**config.mk**
```make
export PLATFORM = sky130hd
export DESIGN_NAME = mem_access_unit
export DESIGN_NICKNAME = d
export VERILOG_FILES = /design/src/rtl/mem_access_unit.sv
export SDC_FILE = /design/constraint.sdc
export NUM_CORES = 1
export LEC_CHECK = 0
export CORE_MARGIN = 3
export CORE_UTILIZATION = 25
export CTS_CLUSTER_DIAMETER = 60
export DETAILED_ROUTE_END_ITERATION = 7
export GPL_ROUTABILITY_DRIVEN = 0
export HOLD_SLACK_MARGIN = 0.02
export PLACE_DENSITY = 0.45
export SLEW_MARGIN = 20
export SYNTH_ARGS = -nofsm -noshare
export SYNTH_HDL_FRONTEND = slang
export SYNTH_SLANG_ARGS = --single-unit
export TNS_END_PERCENT = 20
```
**constraint.sdc**
```tcl
create_clock -name clk -period 11.2 [get_ports clk]
set_clock_uncertainty 0.15 [all_clocks]
set_input_delay 1.68 -clock clk [delete_from_list [all_inputs] [get_ports clk]]
set_output_delay 1.68 -clock clk [all_outputs]
set_load 0.1 [all_outputs]
```
**src/rtl/mem_access_unit.sv**
```systemverilog
// Data-memory access engine for the memory stage.
// Byte-lane store/load alignment, AMO read-modify-write, flush drain.
module mem_access_unit #(
  parameter int DATA_W = 32,
  parameter int ADDR_W = 32,
  parameter int ID_W   = 64
) (
  input  logic                clk,
  input  logic                rst_n,
  input  logic                in_valid,
  input  logic [ID_W-1:0]     in_id,
  input  logic [3:0]          in_op,
  input  logic [ADDR_W-1:0]   in_addr,
  input  logic [DATA_W-1:0]   in_wdata,
  input  logic                flush,
  output logic                stall,
  output logic                res_valid,
  output logic [DATA_W-1:0]   res_rdata,
  output logic                res_misaligned,
  output logic                dreq_valid,
  input  logic                dreq_ready,
  output logic                dreq_wen,
  output logic [ADDR_W-1:0]   dreq_addr,
  output logic [DATA_W-1:0]   dreq_wdata,
  output logic [DATA_W/8-1:0] dreq_wstrb,
  input  logic                dresp_valid,
  input  logic [DATA_W-1:0]   dresp_rdata
);

  localparam int NB    = DATA_W / 8;
  localparam int OFF_W = $clog2(NB);

  localparam logic [3:0] OP_NONE = 4'd0;
  localparam logic [3:0] OP_LBU  = 4'd2;
  localparam logic [3:0] OP_LHU  = 4'd4;
  localparam logic [3:0] OP_LWU  = 4'd6;
  localparam logic [3:0] OP_LD   = 4'd7;
  localparam logic [3:0] OP_SD   = 4'd11;
  localparam logic [3:0] OP_ADD  = 4'd13;
  localparam logic [3:0] OP_AND  = 4'd14;
  localparam logic [3:0] OP_OR   = 4'd15;

  typedef enum logic [2:0] {
    IDLE, REQ, RESP, AMO_WR, DRAIN
  } state_t;

  state_t           state;
  logic             done;
  logic [ID_W-1:0]  done_id;
  logic [ID_W-1:0]  id_q;
  logic [3:0]       op_q;
  logic [OFF_W-1:0] off_q;
  logic [31:0]      amo_src;

  function automatic logic [1:0] size_of(input logic [3:0] op);
    case (op)
      4'd1, 4'd2, 4'd8: size_of = 2'd0;
      4'd3, 4'd4, 4'd9: size_of = 2'd1;
      4'd7, 4'd11:      size_of = 2'd3;
      default:          size_of = 2'd2;
    endcase
  endfunction

  logic [3:0]       op_eff;
  logic [1:0]       sz_in;
  logic [OFF_W-1:0] off_in;
  logic             mis;
  logic             st_in;
  logic [NB-1:0]    strb_in;
  logic             go;

  always_comb begin
    op_eff = in_op;
    if (DATA_W == 32 &&
        (in_op == OP_LWU || in_op == OP_LD || in_op == OP_SD))
      op_eff = OP_NONE;
    sz_in  = size_of(op_eff);
    off_in = in_addr[OFF_W-1:0];
    st_in  = op_eff[3:2] == 2'b10;
    case (sz_in)
      2'd0: begin mis = 1'b0;          strb_in = NB'(1);  end
      2'd1: begin mis = in_addr[0];    strb_in = NB'(3);  end
      2'd2: begin mis = |in_addr[1:0]; strb_in = NB'(15); end
      default: begin
        mis     = |in_addr[2:0];
        strb_in = '1;
      end
    endcase
    strb_in = strb_in << off_in;
  end

  assign go = in_valid && op_eff != OP_NONE &&
              !(done && done_id == in_id);
  assign stall = go || state != IDLE;
  assign res_valid = done && done_id == in_id;

  logic              uns_q;
  logic [DATA_W-1:0] lane;
  logic [DATA_W-1:0] ld_ext;
  logic [DATA_W-1:0] amo_old;
  logic [DATA_W-1:0] amo_wr;
  logic [31:0]       amo_new;

  assign uns_q = op_q == OP_LBU || op_q == OP_LHU ||
                 op_q == OP_LWU;

  always_comb begin
    lane = dresp_rdata >> {off_q, 3'b000};
    case (size_of(op_q))
      2'd0: ld_ext = uns_q ? DATA_W'(lane[7:0])
                           : DATA_W'($signed(lane[7:0]));
      2'd1: ld_ext = uns_q ? DATA_W'(lane[15:0])
                           : DATA_W'($signed(lane[15:0]));
      2'd2: ld_ext = uns_q ? DATA_W'(lane[31:0])
                           : DATA_W'($signed(lane[31:0]));
      default: ld_ext = lane;
    endcase
    amo_old = DATA_W'($signed(lane[31:0]));
    case (op_q)
      OP_ADD:  amo_new = lane[31:0] + amo_src;
      OP_AND:  amo_new = lane[31:0] & amo_src;
      OP_OR:   amo_new = lane[31:0] | amo_src;
      default: amo_new = amo_src;
    endcase
    amo_wr = DATA_W'(amo_new) << {off_q, 3'b000};
  end

  always_ff @(posedge clk or negedge rst_n) begin
    if (!rst_n) begin
      state          <= IDLE;
      done           <= 1'b0;
      done_id        <= '1;
      id_q           <= '0;
      op_q           <= OP_NONE;
      off_q          <= '0;
      amo_src        <= '0;
      res_rdata      <= '0;
      res_misaligned <= 1'b0;
      dreq_valid     <= 1'b0;
      dreq_wen       <= 1'b0;
      dreq_addr      <= '0;
      dreq_wdata     <= '0;
      dreq_wstrb     <= '0;
    end else begin
      unique case (state)
        IDLE: if (go && !flush) begin
          done           <= 1'b0;
          res_misaligned <= 1'b0;
          id_q           <= in_id;
          op_q           <= op_eff;
          off_q          <= off_in;
          amo_src        <= in_wdata[31:0];
          if (mis) begin
            done           <= 1'b1;
            done_id        <= in_id;
            res_misaligned <= 1'b1;
          end else begin
            state      <= REQ;
            dreq_valid <= 1'b1;
            dreq_wen   <= st_in;
            dreq_addr  <= {in_addr[ADDR_W-1:OFF_W],
                           {OFF_W{1'b0}}};
            dreq_wdata <= st_in ? in_wdata << {off_in, 3'b000}
                                : '0;
            dreq_wstrb <= st_in ? strb_in : '0;
          end
        end
        REQ: if (flush || dreq_ready) begin
          dreq_valid <= 1'b0;
          dreq_wen   <= 1'b0;
          // an accepted read still owes us a response
          if (flush)
            state <= (dreq_ready && !dreq_wen) ? DRAIN : IDLE;
          else if (dreq_wen) begin
            state   <= IDLE;
            done    <= 1'b1;
            done_id <= id_q;
          end else
            state <= RESP;
        end
        RESP: if (dresp_valid) begin
          if (flush)
            state <= IDLE;
          else if (op_q[3:2] == 2'b11) begin
            res_rdata  <= amo_old;
            state      <= AMO_WR;
            dreq_valid <= 1'b1;
            dreq_wen   <= 1'b1;
            dreq_wdata <= amo_wr;
            dreq_wstrb <= NB'(15) << off_q;
          end else begin
            res_rdata <= ld_ext;
            state     <= IDLE;
            done      <= 1'b1;
            done_id   <= id_q;
          end
        end else if (flush)
          state <= DRAIN;
        AMO_WR: if (flush || dreq_ready) begin
          dreq_valid <= 1'b0;
          dreq_wen   <= 1'b0;
          state      <= IDLE;
          if (!flush) begin
            done    <= 1'b1;
            done_id <= id_q;
          end
        end
        DRAIN: if (dresp_valid) state <= IDLE;
        default: state <= IDLE;
      endcase
    end
  end

endmodule

```
==> impl_metrics.env, run 1 <==
export IMPL_synth_fa_ha_area_share_pct=6.06
export IMPL_cts_tree="built"
export IMPL_p_per_area_nw_per_um2=352
export IMPL_port_buffers=272
export IMPL_hold_path_class="flip-flop to flip-flop"
export IMPL_grt_max_degree=82
export IMPL_cts_htree_levels=2
export IMPL_crit_path_max_fanout=3
export IMPL_avgSynthCellArea_sq_um=9.46
export IMPL_slowest_stage="clkdlybuf4s50_1"
export IMPL_routed_wl_mm=63.2
export IMPL_dp_hpwl_mm=46.7
export IMPL_initial_utilization_pct=25.5
export IMPL_clockBufferDepth=3
export IMPL_worst_slack_ns=4.27
export IMPL_first_pass_iters=7
export IMPL_ant_nets=0
export IMPL_worst_pin_slew_ns=1.16
export IMPL_crit_family="buffers and inverters"
export IMPL_synth_xor_area_share_pct=4.53
export IMPL_fin_util_pct=32.9
export IMPL_grt_overflow=0
export IMPL_min_period_over_period_pct=61.9
export IMPL_dieArea_sq_um=69600
export IMPL_synth_mux_area_share_pct=13.9
export IMPL_leakagePower_nw=9.07
export IMPL_final_cell_mix="clkdlybuf4s50_1, nor2_1, dfrtp_1"
export IMPL_drc=0
export IMPL_worstSetupPathType="primary input to output pin"
export IMPL_slowest_delay_ns=1.00
export IMPL_crit_chain="clkdlybuf4s50_1, xnor2_1, nand4_1, nor4_1, nand4_1, o21ai_0, nand2_1, clkdlybuf4s50_1"
export IMPL_ys_seq_elements=271
export IMPL_final_hold_violation_count=0
export IMPL_maxCapViolations=0
export IMPL_rows=93
export IMPL_ios=275
export IMPL_post_place_ws_ns=4.16
export IMPL_antenna_found_initial=11
export IMPL_ys_warn_count=0
export IMPL_drt_wirelength_per_cell_um=22.0
export IMPL_final_nets=2236
export IMPL_fmax_mhz=144
export IMPL_drtIter0Drc=793
export IMPL_cts_hold_fix_buffers=0
export IMPL_core_sq_um=65200
export IMPL_synthCells=1758
export IMPL_post_cts_setup_buffers=0
export IMPL_die_y_um=264
export IMPL_fin_tns_setup_ns=0
export IMPL_avgViaCountPerCell=4.95
export IMPL_syn_to_final_growth_pct=28.7
export IMPL_end_kind="output pin"
export IMPL_grt_pass1_wl_mm=94.4
export IMPL_drive_gt1_share_pct=14.6
export IMPL_worst_path_buf_inv=2
export IMPL_cp_required_ns=9.37
export IMPL_rsz0062_at_grt="false"
export IMPL_instances_no_fill=2873
export IMPL_clk_latency_ns=0.59
export IMPL_relSlewSlack_pct=22.4
export IMPL_dp_cells=2797
export IMPL_die_w_um=264
export IMPL_cts_resized=0
export IMPL_period_minus_slack_ns=6.93
export IMPL_seq_area_frac_synth_pct=41.3
export IMPL_synth_main_ff_cell="dfrtp_1"
export IMPL_synth_top_family_by_area="compound AO/OA/AOI/OAI gates"
export IMPL_cp_start_kind="primary input"
export IMPL_report_final_setup_viol=0
export IMPL_cts_buffers=41
export IMPL_synth_cell_types=80
export IMPL_cp_arrival_ns=5.10
export IMPL_cts_sinks=271
export IMPL_clockRootBuffer="clkbuf_16"
export IMPL_final_common_cell="clkdlybuf4s50_1"
export IMPL_status="completed"
export IMPL_vias=14228
export IMPL_grt_pass1_vias=14625
export IMPL_synth_simple_gate_area_share_pct=12.1
export IMPL_synth_compound_area_share_pct=16.9
export IMPL_synth_edff_count=0
export IMPL_clkTransAtPathRegs_ns=0.05
export IMPL_grtUsageTotal_pct=17.7
export IMPL_async_reset_ff_share_pct=100
export IMPL_drv_slew=0
export IMPL_synth_area_sq_um=16600
export IMPL_ir_drop_mv=0.128
## stage by stage
| step | cell area (sq um) | total power [mW] | hold slack [ns] |
|---|---|---|---|
| final | 21400 | 7.53 | 0.333 |
| after floorplan | 16600 | 5.04 | 0.316 |
| after detailed placement | 20000 | 6.26 | 0.324 |
| after global placement | 20000 | 6.21 | 0.321 |
| after CTS | 21400 | 7.60 | 0.336 |
| after global routing | 21400 | 8.00 | 0.366 |
## report_power, final
part,switching [mW],total (mW),internal [mW]
combinational,2.99,4.36,1.37
sequential,0.335,1.88,1.54
clock,0.527,1.29,0.762
total,3.85,7.53,3.68
## synthesized netlist by cell type (all sizes together) (13+ instances only)
library cell  count  share of area (%)
nor2            209                4.8
dfrtp           207                 31
a21oi           174                5.5
nand2           157                3.5
o21ai           116                3.6
mux2            109                7.4
mux2i           108                6.5
inv              84                1.9
ha               79                5.9
xnor2            68                3.6
dfstp            64                 10
buf              57                2.2
clkbuf           48                1.1
a221oi           33                1.8
nand4            19               0.71
xor2             18               0.95
nor3             17               0.54
nand3            13               0.39
## metal layers
layer | global-route usage, % | share of wire (%) | routed length [um] | vias up
met4 | 7.14 | 4.0 | 2520 | 16
met5 | 0 | 0.15 | 96 | -
met1 | 21.8 | 42 | 26300 | 7013
met2 | 29.3 | 47 | 29800 | 431
li1 | - | - | - | 6635
met3 | 4.95 | 7.2 | 4530 | 133
## cell families (layout without fill, tap and decap cells)
group / count (synthesis) / after routing
compound gates: 446 / 446
xor+xnor: 86 / 86
fa+ha+maj: 80 / 80
buf+inv: 190 / 446
flops: 271 / 271
mux: 217 / 217
other cells: 1 / 5
simple gates: 467 / 467
## flip-flops by register name, indices dropped and copies added, names as in the netlist
signal / count
off_q: 2
dreq_valid: 1
amo_src: 32
dreq_addr: 30
op_q: 4
dreq_wen: 1
res_misaligned: 1
state: 3
done: 1
id_q: 64
dreq_wstrb: 4
res_rdata: 32
done_id: 64
dreq_wdata: 32
## final cells by class
class | instances | area (sq um)
well taps | 855 | 1070
fillers | 6749 | 43800
clock buffers | 57 | 1130
flip-flops and latches | 271 | 6860
multi-input cells | 1298 | 8950
inverters | 85 | 319
repair buffers | 289 | 2870
diodes | 3 | 7.51
clock inverters | 15 | 203
## worst reg2reg max path: cells and delay by family, from the launching register on
family / cells / cell delay [ns]
flops: 1 / 0.32
xor+xnor: 1 / 0.12
fa+ha+maj: 1 / 0.36
simple gates: 4 / 1.01
buf+inv: 4 / 0.94
compound gates: 6 / 2.28
## path summary, 6_finish.rpt
check / cells past startpoint / end / slack, ns / start
max: 8 / stall / 4.27 / in_id[4]
min: 2 / dreq_wdata[3] / 0.33 / dreq_wdata[3]
max reg2reg: 16 / dreq_wdata[12] / 5.88 / off_q[0]
min reg2reg: 2 / dreq_wdata[3] / 0.33 / dreq_wdata[3]
max in group asynchronous: 3 / id_q[34] / 8.04 / rst_n
min in group asynchronous: 1 / res_rdata[7] / 0.88 / rst_n
Note: power is estimated with default switching activity, not from simulation.
==> run 2, diff against run 1 <==
==> constraint.sdc (replaced) <==
create_clock -name clk -period 7 [get_ports clk]
set_clock_uncertainty 0.15 [all_clocks]
set_input_delay 1.05 -clock clk [delete_from_list [all_inputs] [get_ports clk]]
set_output_delay 1.05 -clock clk [all_outputs]
set_load 0.1 [all_outputs]
==> impl_metrics.env, run 2 (synthesis results as in run 1) <==
export IMPL_status="completed"
export IMPL_dieArea_sq_um=69600
export IMPL_avgViaCountPerCell=4.94
export IMPL_crit_chain="clkdlybuf4s50_1, xnor2_1, nand4_1, nor4_1, nand4_1, nor2_1, clkdlybuf4s50_1"
export IMPL_worst_path_buf_inv=2
export IMPL_drive_gt1_share_pct=14.9
export IMPL_cts_resized=0
export IMPL_relSlewSlack_pct=21.1
export IMPL_slowest_delay_ns=1.22
export IMPL_fmax_mhz=185
export IMPL_cts_htree_levels=2
export IMPL_grt_max_degree=152
export IMPL_slowest_stage="clkdlybuf4s50_1"
export IMPL_stdcell_area_sq_um=21500
export IMPL_report_final_setup_viol=0
export IMPL_core_sq_um=65200
export IMPL_rows=93
export IMPL_maxCapViolations=0
export IMPL_die_y_um=264
export IMPL_clockBufferDepth=3
export IMPL_port_buffers=272
export IMPL_syn_to_final_growth_pct=29.2
export IMPL_grt_overflow=0
export IMPL_crit_family="buffers and inverters"
export IMPL_fin_util_pct=33.0
export IMPL_drc=0
export IMPL_post_cts_setup_buffers=0
export IMPL_rsz0062_at_grt="false"
export IMPL_initial_utilization_pct=25.5
export IMPL_end_kind="output pin"
export IMPL_cp_start_kind="primary input"
export IMPL_drtIter0Drc=726
export IMPL_dp_hpwl_mm=46.8
export IMPL_cp_required_ns=5.80
export IMPL_final_nets=2242
export IMPL_cts_sinks=271
export IMPL_first_pass_iters=5
export IMPL_cts_buffers=42
export IMPL_fillers=6718
export IMPL_cts_tree="built"
export IMPL_hold_path_class="primary input to asynchronous set/reset pin"
export IMPL_vias=14227
export IMPL_clockRootBuffer="clkbuf_16"
export IMPL_crit_path_max_fanout=3
export IMPL_reg_top3="done_id (64), id_q (64)"
export IMPL_final_common_cell="clkdlybuf4s50_1"
export IMPL_grt_pass1_wl_mm=93.8
export IMPL_ant_nets=0
export IMPL_final_hold_violation_count=0
export IMPL_grtUsageTotal_pct=17.6
export IMPL_leakagePower_nw=9.11
export IMPL_period_minus_slack_ns=5.41
export IMPL_cts_hold_fix_buffers=0
export IMPL_antenna_found_initial=11
export IMPL_p_per_area_nw_per_um2=562
export IMPL_final_cell_mix="clkdlybuf4s50_1, nor2_1, dfrtp_1"
export IMPL_die_w_um=264
export IMPL_worstSetupPathType="primary input to output pin"
export IMPL_min_period_over_period_pct=77.3
export IMPL_worst_pin_slew_ns=1.18
export IMPL_cp_arrival_ns=4.21
export IMPL_drv_slew=0
export IMPL_place_area_sq_um=20100
export IMPL_ios=275
export IMPL_fin_tns_setup_ns=0
export IMPL_ir_drop_mv=0.221
export IMPL_drt_wirelength_per_cell_um=21.9
export IMPL_routed_wl_mm=63.0
export IMPL_grt_pass1_vias=14472
export IMPL_clk_latency_ns=0.59
export IMPL_clkTransAtPathRegs_ns=0.05
==> run 2: changes by cell type in the layout (fill, tap and decap cells not counted), moves of 2 or more <==
cell       before  now
buf_4          15   20
clkbuf_1       12   16
buf_12          0    2
clkinv_16       0    2
clkinv_2        0    2
diode_2         3    1
inv_16          3    1
==> run 2: per-stage QoR <==
stage | power (mW) | instances | worst slack [ns] | hold WS [ns]
after global placement | 9.98 | 2802 | 1.49 | 0.309
after detailed placement | 10.0 | 2802 | 1.43 | 0.312
after floorplan | 8.06 | 1759 | 2.74 | 0.316
after global routing | 12.8 | 2880 | 1.46 | 0.298
after CTS | 12.2 | 2879 | 1.50 | 0.289
final | 12.1 | 2881 | 1.59 | 0.272
==> run 2: layout make-up <==
class	count	area, sq um	share of cell area [%]
clock inverters	15	195	0.909
inverters	85	319	1.49
multi-input cells	1298	8950	41.7
diodes	1	2.50	0.0116
flip-flops and latches	271	6860	31.9
repair buffers	294	2910	13.6
well taps	855	1070	4.98
clock buffers	62	1170	5.43
==> run 2: worst paths after layout <==
| kind | startpoint | endpoint | slack (ns) | cells after the start |
|---|---|---|---|---|
| min in group clk | dreq_wstrb[0] | dreq_wstrb[0] | 0.32 | 2 |
| worst min-delay path | rst_n | res_rdata[6] | 0.27 | 1 |
| worst max-delay path | in_id[4] | res_valid | 1.59 | 7 |
| max in group asynchronous | rst_n | dreq_addr[12] | 5.09 | 2 |
| worst min register to register | dreq_wstrb[0] | dreq_wstrb[0] | 0.32 | 2 |
| worst max register to register | off_q[0] | dreq_wdata[28] | 1.88 | 14 |
==> run 2: layer usage <==
layer | part of all wire (%) | vias up | GRT usage, %
li1 | - | 6629 | -
met1 | 42 | 7024 | 22.1
met2 | 48 | 449 | 29.1
met3 | 7.3 | 107 | 5.00
met4 | 3.1 | 18 | 5.66
met5 | 0.19 | - | 0
==> run 2: power by group <==
group	internal (mW)	switching, mW	leakage, nW	total (mW)
clock	1.22	0.832	0.647	2.05
combinational	2.23	4.76	5.28	6.99
sequential	2.47	0.564	3.19	3.03
total	5.91	6.15	9.11	12.1
==> patch (config.mk and constraints of run 2) <==
Set the parameter `ADDR_W` to 40 (it was 32).
--- a/src/rtl/mem_access_unit.sv
+++ b/src/rtl/mem_access_unit.sv
@@ -2,7 +2,7 @@
 // Byte-lane store/load alignment, AMO read-modify-write, flush drain.
 module mem_access_unit #(
   parameter int DATA_W = 32,
-  parameter int ADDR_W = 32,
+  parameter int ADDR_W = 40,
   parameter int ID_W   = 64
 ) (
   input  logic                clk,
Ports: changed (resized dreq_addr and in_addr); port bits go from 275 to 291. No check against the original RTL was run, so the function may have changed too.
==> patch against run 2 <==
Sequential share of layout area shrank 0.29 points; worst setup slack gained 0.0038 ns; cell area grew 3.8%; register-to-register slack gained 0.13 ns; total power grew 6.2%; synthesized area grew 2.8%; critical path depth is the same; first-iteration DRC count grew 52%; wire length grew 3.5%; sequential cell count grew 8; utilization grew 0.13 points; clock power grew 7%.
==> patch: results (changes against run 2) <==
CP max FO -> 3 (unchanged)
RR Endpoint -> dreq_wdata[17] (was dreq_wdata[28])
leak pwr -> 9.32 nW (was 9.11 nW)
run status -> complete, no violations (unchanged)
initial antenna violation count -> 15 (was 11)
first-pass GRT wire length -> 97300 um (was 93800 um)
crit path max-delay cell type -> clkdlybuf4s50_1 (unchanged)
Register-to-Register Path Depth -> 14 (unchanged)
WP data arrival -> 4.21 ns (about the same)
Post-synth ARST share -> 100% (unchanged)
top cells by count, synth -> 218 x nor2_1, 215 x dfrtp_1, 195 x a21oi_1, 148 x nand2_1, 107 x mux2i_1 (was 207 x dfrtp_1, 207 x nor2_1, 164 x a21oi_1, 157 x nand2_1, 109 x mux2_2)
max cap viols -> 0 (unchanged)
vias per std cell -> 5.03 (was 4.94)
# nets final -> 2349 (was 2242)
clock slew at reported path FFs -> 0.06 ns
clk buf depth -> 3 (unchanged)
Netlist cell types -> 82 (was 80)
Total Wirelength -> 65100 um (was 63000 um)
CTS H-Tree Depth -> 2 (unchanged)
vias in the first global route -> 15004 (was 14472)
# fillers -> 6936 (was 6718)
Area contributors post-synth -> dfrtp_1 31%, dfstp_2 9.8%, mux2i_1 6.3% (was dfrtp_1 31%, dfstp_2 10%, mux2_2 7.4%)
initial DRC count -> 1100 (was 726)
yosys warns -> 0 (unchanged)
Num CTS Buffers -> 44 (was 42)
fraction of layout cells with a size suffix above 1 -> 12.8% (was 14.9%)
input/output buffers -> 288 (was 272)
Rel. slew slack -> 22.3% (was 21.1%)
DP HPWL -> 48200 um (was 46800 um)
largest registers -> done_id (64), id_q (64), dreq_addr (38) (was done_id (64), id_q (64))
Hold Vio Cnt, Final -> 0 (unchanged)
Total GRT Usage -> 17.9% (was 17.6%)
Reg2Reg Setup Slack -> 2.01 ns (was 1.88 ns)
Place WS -> 1.42 ns (was 1.43 ns)
delay-heaviest family, CP -> buffers and inverters (unchanged)
largest net degree at the start of global routing -> 163 (was 152)
switching power -> 6.67 mW (was 6.15 mW)
register area share after synthesis -> 41.3% (about the same)
# resized after CTS -> 0 (unchanged)
hold crit path type -> input pin to asynchronous set/reset pin (unchanged)
maximum vdd drop -> 0.404 mV (was 0.221 mV)
## patch: worst max path at each step
stage                         start            end  slack (ns)  depth (start not counted)
final                     in_id[60]      res_valid        1.59                          7
after global routing      in_id[60]      res_valid        1.31                          7
after CTS                 in_id[60]      res_valid        1.46                          7
after detailed placement   in_op[2]  dreq_addr[28]        1.42                         13
after global placement    in_id[60]      res_valid        1.43                          7
after floorplan           in_id[22]          stall        1.05                          6
## patch: metal layers
layer / GRT usage, % / share of wire, % / vias to the layer above
li1: - / - / 7018
met1: 24.7 / 45 / 7470
met2: 27.3 / 44 / 507
met3: 5.57 / 8.4 / 101
met4: 4.48 / 2.3 / 18
met5: 0 / 0.17 / -
## patch: cells by family (layout without fill, tap and decap cells)
logic type / count (synthesis) / count (layout) / synth area share [%]
other: 1 / 5 / 0.0219
and+or+nand+nor: 495 / 495 / 12.7
AOI/OAI and AO/OA: 487 / 487 / 18.0
muxes: 221 / 221 / 13.8
buffers and inverters: 211 / 498 / 5.07
xor gates and xnor gates: 64 / 64 / 3.28
adders and majority gates: 80 / 80 / 5.90
DFF: 279 / 279 / 41.3
## patch: power by group through the flow
stage                     sequential [mW]  combinational (mW)  clock [mW]
after detailed placement             3.13                7.50           0
after global routing                 3.22                8.03        2.35
after global placement               3.10                7.45           0
after floorplan                      5.20                3.29           0
final                                3.11                7.51        2.19
after CTS                            3.12                7.52        2.27
## patch: metrics by stage
stage	hold WS, ns	total power [mW]	area (sq um)	instances
2_1_floorplan	0.307	8.49	17100	1839
3_3_place_gp	0.316	10.5	20800	2918
3_5_place_dp	0.324	10.6	20800	2918
4_1_cts	0.298	12.9	22300	2999
5_1_grt	0.331	13.6	22300	2999
6_report	0.292	12.8	22300	3002
## patch: cell type report
cell class              instances  area (sq um)  share of cell area [%]
multi-input cells            1349          9220                    41.3
clock inverters                21           234                    1.05
flip-flops and latches        279          7060                    31.7
diodes                          3          7.51                  0.0337
repair buffers                312          3070                    13.8
well taps                     873          1090                    4.90
inverters                     105           394                    1.77
clock buffers                  60          1220                    5.47
## patch: worst register-to-register path: stages (launching register included)
cell and delay [ns]:
dfrtp_1 0.34, inv_1 0.04, buf_4 0.23, nor2_1 0.84, a22o_1 0.38, inv_1 0.07, ha_1 0.38, nand2_1 0.16
nor4_4 0.25, a21oi_1 0.17, a21oi_1 0.52, xnor2_1 0.11, o21ai_0 0.71, a221oi_1 0.33, a21oi_1 0.21
